--- src/rtl/seq_pkg.sv ---
// rtl/seq_pkg.sv - shared encodings for the datapath sequencer
//
// Purpose: opcode, condition-code, flag-index and state encodings used by
//          datapath_sequencer and seq_decode, plus the branch condition helper.
// Ports:   none (package).
package seq_pkg;

   // Instruction opcodes, ir[15:12]
   localparam logic [3:0] OP_ALU   = 4'b0000;
   localparam logic [3:0] OP_ADDI  = 4'b0101;
   localparam logic [3:0] OP_LOAD  = 4'b0100;
   localparam logic [3:0] OP_STOR  = 4'b1000;
   localparam logic [3:0] OP_BCOND = 4'b1100;
   localparam logic [3:0] OP_HALT  = 4'b1111;

   // ALU reg-reg ext field that consumes the latched carry
   localparam logic [3:0] EXT_ADDC = 4'b0111;

   // Branch condition codes, ir[11:8]
   localparam logic [3:0] COND_EQ = 4'b0000;
   localparam logic [3:0] COND_NE = 4'b0001;
   localparam logic [3:0] COND_CS = 4'b0010;
   localparam logic [3:0] COND_CC = 4'b0011;
   localparam logic [3:0] COND_LT = 4'b1100;
   localparam logic [3:0] COND_AL = 4'b1110;

   // aluFlags bit positions
   localparam int FLAG_C = 0;
   localparam int FLAG_L = 1;
   localparam int FLAG_F = 2;
   localparam int FLAG_Z = 3;
   localparam int FLAG_N = 4;

   // Default select code meaning "no register" and default add opcode
   localparam logic [4:0] SEL_IDLE_DEFAULT = 5'd16;
   localparam logic [7:0] OP_ADD_DEFAULT   = 8'd5;

   typedef enum logic [2:0] {
      ST_IDLE,
      ST_FETCH,
      ST_FETCH_WAIT,
      ST_DECODE,
      ST_MEM_WAIT,
      ST_HALT
   } seqState;

   // Unlisted condition codes are "never"
   function automatic logic condMet(input logic [3:0] cond, input logic flagC,
                                    input logic flagZ, input logic flagN);
      case (cond)
         COND_EQ: return flagZ;
         COND_NE: return !flagZ;
         COND_CS: return flagC;
         COND_CC: return !flagC;
         COND_LT: return flagN;
         COND_AL: return 1'b1;
         default: return 1'b0;
      endcase
   endfunction

endpackage

--- src/rtl/seq_decode.sv ---
// rtl/seq_decode.sv - combinational control decode for the datapath sequencer
//
// Purpose: turns FSM state + instruction register + latched carry into the
//          alu_reg_mem control bundle. Pure combinational.
// Ports:   abort            - forces every output idle (reset in progress)
//          state, ir, pc    - current FSM state, instruction, program counter
//          flagC            - latched carry for ADDC
//          immEn..memOutEnB - control bundle to alu_reg_mem
module seq_decode
   import seq_pkg::*;
#(
   parameter int              PC_W      = 10,
   parameter logic [PC_W-1:0] DATA_BASE = PC_W'(768),
   parameter logic [4:0]      SEL_IDLE  = SEL_IDLE_DEFAULT,
   parameter logic [7:0]      OP_ADD    = OP_ADD_DEFAULT
) (
   input  logic            abort,
   input  seqState         state,
   input  logic [15:0]     ir,
   input  logic [PC_W-1:0] pc,
   input  logic            flagC,
   output logic            immEn,
   output logic [15:0]     imm,
   output logic [4:0]      bufEnA,
   output logic [4:0]      bufEnB,
   output logic [4:0]      regEn,
   output logic [7:0]      aluOp,
   output logic            cin,
   output logic            memReadEn,
   output logic            aluResultEn,
   output logic            memEnA,
   output logic            memWeA,
   output logic [PC_W-1:0] memAddrA,
   output logic            memOutEnA,
   output logic            memEnB,
   output logic [PC_W-1:0] memAddrB,
   output logic            memOutEnB
);

   logic [3:0]      opcode;
   logic [3:0]      ext;
   logic [4:0]      rd;
   logic [4:0]      rs;
   logic [15:0]     immSext;
   logic [PC_W-1:0] dataAddr;

   assign opcode   = ir[15:12];
   assign ext      = ir[7:4];
   assign rd       = {1'b0, ir[11:8]};
   assign rs       = {1'b0, ir[3:0]};
   assign immSext  = {{8{ir[7]}}, ir[7:0]};
   // imm8 is an unsigned offset into the data window
   assign dataAddr = DATA_BASE + PC_W'(ir[7:0]);

   always_comb begin
      immEn       = 1'b0;
      imm         = '0;
      bufEnA      = SEL_IDLE;
      bufEnB      = SEL_IDLE;
      regEn       = SEL_IDLE;
      aluOp       = '0;
      cin         = 1'b0;
      memReadEn   = 1'b0;
      aluResultEn = 1'b0;
      memEnA      = 1'b0;
      memWeA      = 1'b0;
      memAddrA    = '0;
      memOutEnA   = 1'b0;
      memEnB      = 1'b0;
      memAddrB    = '0;
      memOutEnB   = 1'b0;

      if (!abort) begin
         case (state)
            ST_FETCH: begin
               memEnB    = 1'b1;
               memOutEnB = 1'b1;
               memAddrB  = pc;
            end
            ST_DECODE: begin
               case (opcode)
                  OP_ALU: begin
                     bufEnA      = rd;
                     bufEnB      = rs;
                     aluOp       = {4'b0000, ext};
                     aluResultEn = 1'b1;
                     regEn       = rd;
                     cin         = (ext == EXT_ADDC) ? flagC : 1'b0;
                  end
                  OP_ADDI: begin
                     bufEnA = rd;
                     immEn  = 1'b1;
                     imm    = immSext;
                     aluOp  = OP_ADD;
                     regEn  = rd;
                  end
                  OP_LOAD: begin
                     // Address only; the register write lands in MEM_WAIT
                     memEnA    = 1'b1;
                     memOutEnA = 1'b1;
                     memAddrA  = dataAddr;
                  end
                  OP_STOR: begin
                     // Rd passes through the ALU as Rd + 0 onto the write data
                     bufEnA   = rd;
                     aluOp    = OP_ADD;
                     immEn    = 1'b1;
                     memEnA   = 1'b1;
                     memWeA   = 1'b1;
                     memAddrA = dataAddr;
                  end
                  default: ;
               endcase
            end
            ST_MEM_WAIT: begin
               memReadEn = 1'b1;
               regEn     = rd;
               memEnA    = 1'b1;
               memOutEnA = 1'b1;
               memAddrA  = dataAddr;
            end
            default: ;
         endcase
      end
   end

endmodule

--- src/rtl/datapath_sequencer.sv ---
// rtl/datapath_sequencer.sv - instruction fetch/decode FSM driving alu_reg_mem
//
// Purpose: fetches 16-bit instructions on memory port B, sequences register,
//          ALU, immediate and data-port controls, latches ALU flags for branches.
// Ports:   clk, reset (sync, active-high), run (level enable)
//          memOutB instruction in, memOutA (unused), aluFlags from datapath
//          immEn/imm, bufEnA/bufEnB/regEn, aluOp, cin, memReadEn, aluResultEn
//          memEnA/memWeA/memAddrA/memOutEnA data port
//          memEnB/memWeB/memAddrB/memOutEnB instruction port
//          pc (debug), halted
module datapath_sequencer
   import seq_pkg::*;
#(
   parameter int              PC_W      = 10,
   parameter logic [PC_W-1:0] RESET_PC  = '0,
   parameter logic [PC_W-1:0] DATA_BASE = PC_W'(768),
   parameter logic [4:0]      SEL_IDLE  = SEL_IDLE_DEFAULT,
   parameter logic [7:0]      OP_ADD    = OP_ADD_DEFAULT
) (
   input  logic            clk,
   input  logic            reset,
   input  logic            run,
   input  logic [15:0]     memOutB,
   input  logic [15:0]     memOutA,
   input  logic [4:0]      aluFlags,
   output logic            immEn,
   output logic [15:0]     imm,
   output logic [4:0]      bufEnA,
   output logic [4:0]      bufEnB,
   output logic [4:0]      regEn,
   output logic [7:0]      aluOp,
   output logic            cin,
   output logic            memReadEn,
   output logic            aluResultEn,
   output logic            memEnA,
   output logic            memWeA,
   output logic [PC_W-1:0] memAddrA,
   output logic            memOutEnA,
   output logic            memEnB,
   output logic            memWeB,
   output logic [PC_W-1:0] memAddrB,
   output logic            memOutEnB,
   output logic [PC_W-1:0] pc,
   output logic            halted
);

   seqState         state;
   seqState         stateNext;
   logic [15:0]     ir;
   logic [4:0]      flags;
   logic [PC_W-1:0] pcReg;
   logic [PC_W-1:0] branchOffset;
   logic [3:0]      opcode;
   logic            branchTaken;
   logic            unusedBits;

   assign opcode       = ir[15:12];
   assign branchOffset = PC_W'(signed'(ir[7:0]));
   assign branchTaken  = condMet(ir[11:8], flags[FLAG_C], flags[FLAG_Z], flags[FLAG_N]);

   always_ff @(posedge clk) begin
      if (reset) state <= ST_IDLE;
      else       state <= stateNext;
   end

   // run is only consulted where an instruction boundary is reached
   always_comb begin
      stateNext = state;
      case (state)
         ST_IDLE:       if (run) stateNext = ST_FETCH;
         ST_FETCH:      stateNext = ST_FETCH_WAIT;
         ST_FETCH_WAIT: stateNext = ST_DECODE;
         ST_DECODE: begin
            if (opcode == OP_HALT)      stateNext = ST_HALT;
            else if (opcode == OP_LOAD) stateNext = ST_MEM_WAIT;
            else                        stateNext = run ? ST_FETCH : ST_IDLE;
         end
         ST_MEM_WAIT:   stateNext = run ? ST_FETCH : ST_IDLE;
         ST_HALT:       stateNext = ST_HALT;
         default:       stateNext = ST_IDLE;
      endcase
   end

   always_ff @(posedge clk) begin
      if (reset) begin
         pcReg <= RESET_PC;
         ir    <= '0;
         flags <= '0;
      end else begin
         if (state == ST_FETCH_WAIT) ir <= memOutB;
         if (state == ST_DECODE) begin
            case (opcode)
               OP_ALU, OP_ADDI: begin
                  flags <= aluFlags;
                  pcReg <= pcReg + PC_W'(1);
               end
               // Offset is relative to the branch's own address; wraps mod 2^PC_W
               OP_BCOND: pcReg <= pcReg + (branchTaken ? branchOffset : PC_W'(1));
               OP_LOAD, OP_HALT: ;
               default: pcReg <= pcReg + PC_W'(1);
            endcase
         end
         if (state == ST_MEM_WAIT) pcReg <= pcReg + PC_W'(1);
      end
   end

   // Outputs are gated by reset so nothing commits on an aborting edge
   seq_decode #(
      .PC_W      (PC_W),
      .DATA_BASE (DATA_BASE),
      .SEL_IDLE  (SEL_IDLE),
      .OP_ADD    (OP_ADD)
   ) decode (
      .abort       (reset),
      .state       (state),
      .ir          (ir),
      .pc          (pcReg),
      .flagC       (flags[FLAG_C]),
      .immEn       (immEn),
      .imm         (imm),
      .bufEnA      (bufEnA),
      .bufEnB      (bufEnB),
      .regEn       (regEn),
      .aluOp       (aluOp),
      .cin         (cin),
      .memReadEn   (memReadEn),
      .aluResultEn (aluResultEn),
      .memEnA      (memEnA),
      .memWeA      (memWeA),
      .memAddrA    (memAddrA),
      .memOutEnA   (memOutEnA),
      .memEnB      (memEnB),
      .memAddrB    (memAddrB),
      .memOutEnB   (memOutEnB)
   );

   assign memWeB     = 1'b0;
   assign pc         = pcReg;
   assign halted     = (state == ST_HALT) && !reset;
   assign unusedBits = ^{memOutA, flags[FLAG_L], flags[FLAG_F]};

endmodule
--- config.mk ---
export PLATFORM = sky130hd
export DESIGN_NAME = datapath_sequencer
export DESIGN_NICKNAME = d
export VERILOG_FILES = /design/src/rtl/seq_pkg.sv /design/src/rtl/seq_decode.sv /design/src/rtl/datapath_sequencer.sv
export SDC_FILE = /design/constraint.sdc
export NUM_CORES = 1
export LEC_CHECK = 0
export CORE_MARGIN = 1
export CORE_UTILIZATION = 34
export CTS_CLUSTER_SIZE = 24
export DETAILED_ROUTE_END_ITERATION = 8
export PLACE_DENSITY_LB_ADDON = 0.08
export SLEW_MARGIN = 20
export SYNTH_ARGS = -nofsm -noshare
export SYNTH_HDL_FRONTEND = slang
export SYNTH_SLANG_ARGS = --single-unit
--- constraint.sdc ---
create_clock -name clk -period 3.31 [get_ports clk]
set_input_delay 0.331 -clock clk [delete_from_list [all_inputs] [get_ports clk]]
set_output_delay 0.331 -clock clk [all_outputs]
set_load 0.005 [all_outputs]
==> impl_metrics.env <==
export IMPL_clkLatencyLatePin_ns=0.30
export IMPL_grt_overflow=0
export IMPL_worstSetupPathType="reg2reg"
export IMPL_synth_area_sq_um=2600
export IMPL_holdBufCountCts=0
export IMPL_synth_compound_area_share_pct=20.9
export IMPL_synthTopCellsByArea="dfxtp_1 (25%), and2_1 (9.4%), nand2_1 (6.8%), a21oi_1 (5.6%), ha_1 (4.8%)"
export IMPL_ant_nets=0
export IMPL_fin_crit_ns=3.18
export IMPL_peakVddDrop_mv=0.111
export IMPL_hold_violations=0
export IMPL_syn_to_final_growth_pct=43.0
export IMPL_wl_mm=7.61
export IMPL_endpoint_kind="flip-flop"
export IMPL_design_area_sq_um=3720
export IMPL_vias=2650
export IMPL_fmax_mhz=314
export IMPL_cts_buffer_depth=2
export IMPL_die_width_microns=89.4
export IMPL_crit_required_ns=3.49
export IMPL_grt_pass1_wl_mm=12.1
export IMPL_cts_tree="done"
export IMPL_path_clk_slew_ns=0.08
export IMPL_grt_max_degree=18
export IMPL_vias_per_cell=5.04
export IMPL_gp_congestion=0.834
export IMPL_synth_edff_count=0
export IMPL_dp_slack_ns=0.0309
export IMPL_ys_warn_count=0
export IMPL_placementRows=31
export IMPL_fin_crit_sh_pct=96.1
export IMPL_rsz0062_at_grt="false"
export IMPL_fin_cells=526
export IMPL_dp_hpwl_mm=5.79
export IMPL_layout_commonest_cell="clkdlybuf4s50_1"
export IMPL_die_y_microns=89.4
export IMPL_drc=0
export IMPL_pwr_density_cell_nw_per_um2=258
export IMPL_synthAdderAreaFrac_pct=5.58
export IMPL_grt_pass1_vias=2492
export IMPL_crit_arrival_ns=3.36
export IMPL_fin_nets=477
export IMPL_antenna_found_initial=0
export IMPL_place_inst=518
export IMPL_outcome="complete, no violations"
export IMPL_start_util_pct=35.4
export IMPL_avgSynthCellArea_sq_um=7.69
export IMPL_synth_xor_area_share_pct=2.70
export IMPL_synth_ff_type="dfxtp_1"
export IMPL_cts_buffers=5
export IMPL_hold_class="reg2reg"
export IMPL_layout_drive_gt1_share_pct=9.37
export IMPL_synth_top_area_share_pct=24.7
export IMPL_leakage_nw=1.39
export IMPL_seq_area_frac_synth_pct=24.7
export IMPL_synth_mux_area_fraction_pct=1.59
export IMPL_slew_violations=0
export IMPL_grt_usage_pct=19.6
export IMPL_firstDrtPassIters=4
export IMPL_crit_fanout=3
export IMPL_num_antenna_cells=0
export IMPL_slew_headroom_pct=46.4
export IMPL_avgRoutedWirePerCell_microns=14.5
export IMPL_drt_initial_drc_count=82
export IMPL_placed_area_sq_um=3590
export IMPL_cap_violations=0
export IMPL_synth_seq_cells=32
export IMPL_setup_viol=0
export IMPL_skew_ns=0.0120
export IMPL_worst_slack_ns=0.130
export IMPL_cp_num_buf_inv=1
export IMPL_synth_top_area_cell="dfxtp_1"
export IMPL_io_buffers=96
export IMPL_synthDistinctLibCells=62
export IMPL_slowest_stage="mux2_2"
export IMPL_multiInputGateArea_sq_um=1770
export IMPL_syn_inst=338
export IMPL_cts_root_buf="clkbuf_8"
export IMPL_whs_ns=0.492
export IMPL_crit_family="compound AO/OA/AOI/OAI gates"
export IMPL_regArea_sq_um=641
export IMPL_cts_setup_buffers=0
export IMPL_layout_common_cells="clkdlybuf4s50_1 (96), nand2_1 (47), and2_1 (39)"
export IMPL_yosys_area_share_simple_pct=35.1
export IMPL_die_area_sq_um=8000
export IMPL_core_area_sq_um=7330
export IMPL_htreeDepth=2
export IMPL_startpoint_type="flip-flop"
export IMPL_num_fill_cells=728
export IMPL_worst_path_largest_cell_delay_ns=0.38
export IMPL_worstMarginPinSlew_ns=0.802
export IMPL_cts_sinks=32
export IMPL_ios=120
export IMPL_synth_top_family_by_area="simple AND/OR/NAND/NOR gates"
export IMPL_path_cells="mux2_2 -> o31a_1 -> or3_1 -> ha_2 -> fa_1 -> a21o_1 -> a211o_1 -> a2111oi_4 -> buf_4 -> o311a_1 -> nor3_1"
export IMPL_synthArstFlopShare_pct=0
export IMPL_fin_setup_tns_ns=0
==> cells by family (layout without fill, tap and decap cells) <==
logic type,count (synthesis),count (layout)
compound gates,78,78
xor+xnor,8,8
fa+ha+maj,11,11
buf+inv,41,126
flops,32,32
mux,4,4
other cells,1,5
simple gates,163,163
==> power breakdown <==
group | total [mW] | switching [mW] | internal (mW)
Clock | 0.320 | 0.154 | 0.166
Sequential | 0.447 | 0.0396 | 0.408
Combinational | 0.190 | 0.0979 | 0.0919
Total | 0.957 | 0.292 | 0.665
==> worst register-to-register path, delay by kind of cell (launching register included) <==
| kind | cells | cell delay (ns) |
|---|---|---|
| AOI/OAI and AO/OA | 5 | 1.24 |
| muxes | 1 | 0.38 |
| DFF | 1 | 0.34 |
| buffers and inverters | 1 | 0.16 |
| and+or+nand+nor | 2 | 0.37 |
| adders and majority gates | 2 | 0.59 |
==> stage by stage <==
step           utilization, %  total power, mW
5_1_grt                  50.7             1.01
3_5_place_dp             49.0            0.644
2_1_floorplan               -            0.561
4_1_cts                  50.3            0.965
6_report                 50.7            0.957
3_3_place_gp             49.0            0.640
==> cells in the mapped netlist (all sizes together) (2+ instances only) <==
cell type and count:
o31ai 2, a211oi 4, xnor2 4, nand2 47, inv 9, nor3 9
or4b 2, and3 9, o21ai 10, dfxtp 32, a21boi 4, and2 39
nor3b 4, a41o 2, nor4 4, buf 23, o21a 2, nand4 2
nand3 6, a21oi 29, ha 10, xor2 4, clkbuf 9, nor2 19
a2111oi 3, nand3b 3, a21o 6, nand2b 6, mux2i 3, nor4b 4
nor2b 5, o221ai 3
==> final timing paths <==
kind / startpoint / endpoint / slack (ns) / cells after the start
min reg2reg: ir[3] / ir[3] / 0.49 / 2
max reg2reg: ir[9] / pc[8] / 0.13 / 11
max: ir[9] / pc[8] / 0.13 / 11
min: ir[3] / ir[3] / 0.49 / 2
==> sequential cells by signal (all words and copies together) (netlist names) <==
name / flops
ir: 16
pc: 10
flags: 3
state: 3
==> cell type report <==
class | count | area share [%]
clock inverter | 2 | 0.269
sequential | 32 | 17.2
multi-input combinational | 269 | 47.5
clock buffer | 6 | 2.22
tap | 99 | 3.33
inverter | 9 | 0.909
timing repair buffer | 109 | 28.5
==> routing by layer <==
layer / track usage (%) / vias to the layer above / wire [microns]
met5: 0 / - / 0
met4: 4.33 / 0 / 56
met3: 4.80 / 6 / 418
met2: 32.0 / 78 / 3450
met1: 26.1 / 1215 / 3680
li1: - / 1351 / -
==> repair_timing <==
item,in CTS,in global routing
setup endpoints to repair,0,3
hold endpoints to repair,0,0
gates resized for setup,0,6
Power figures use the tool's default switching activity.
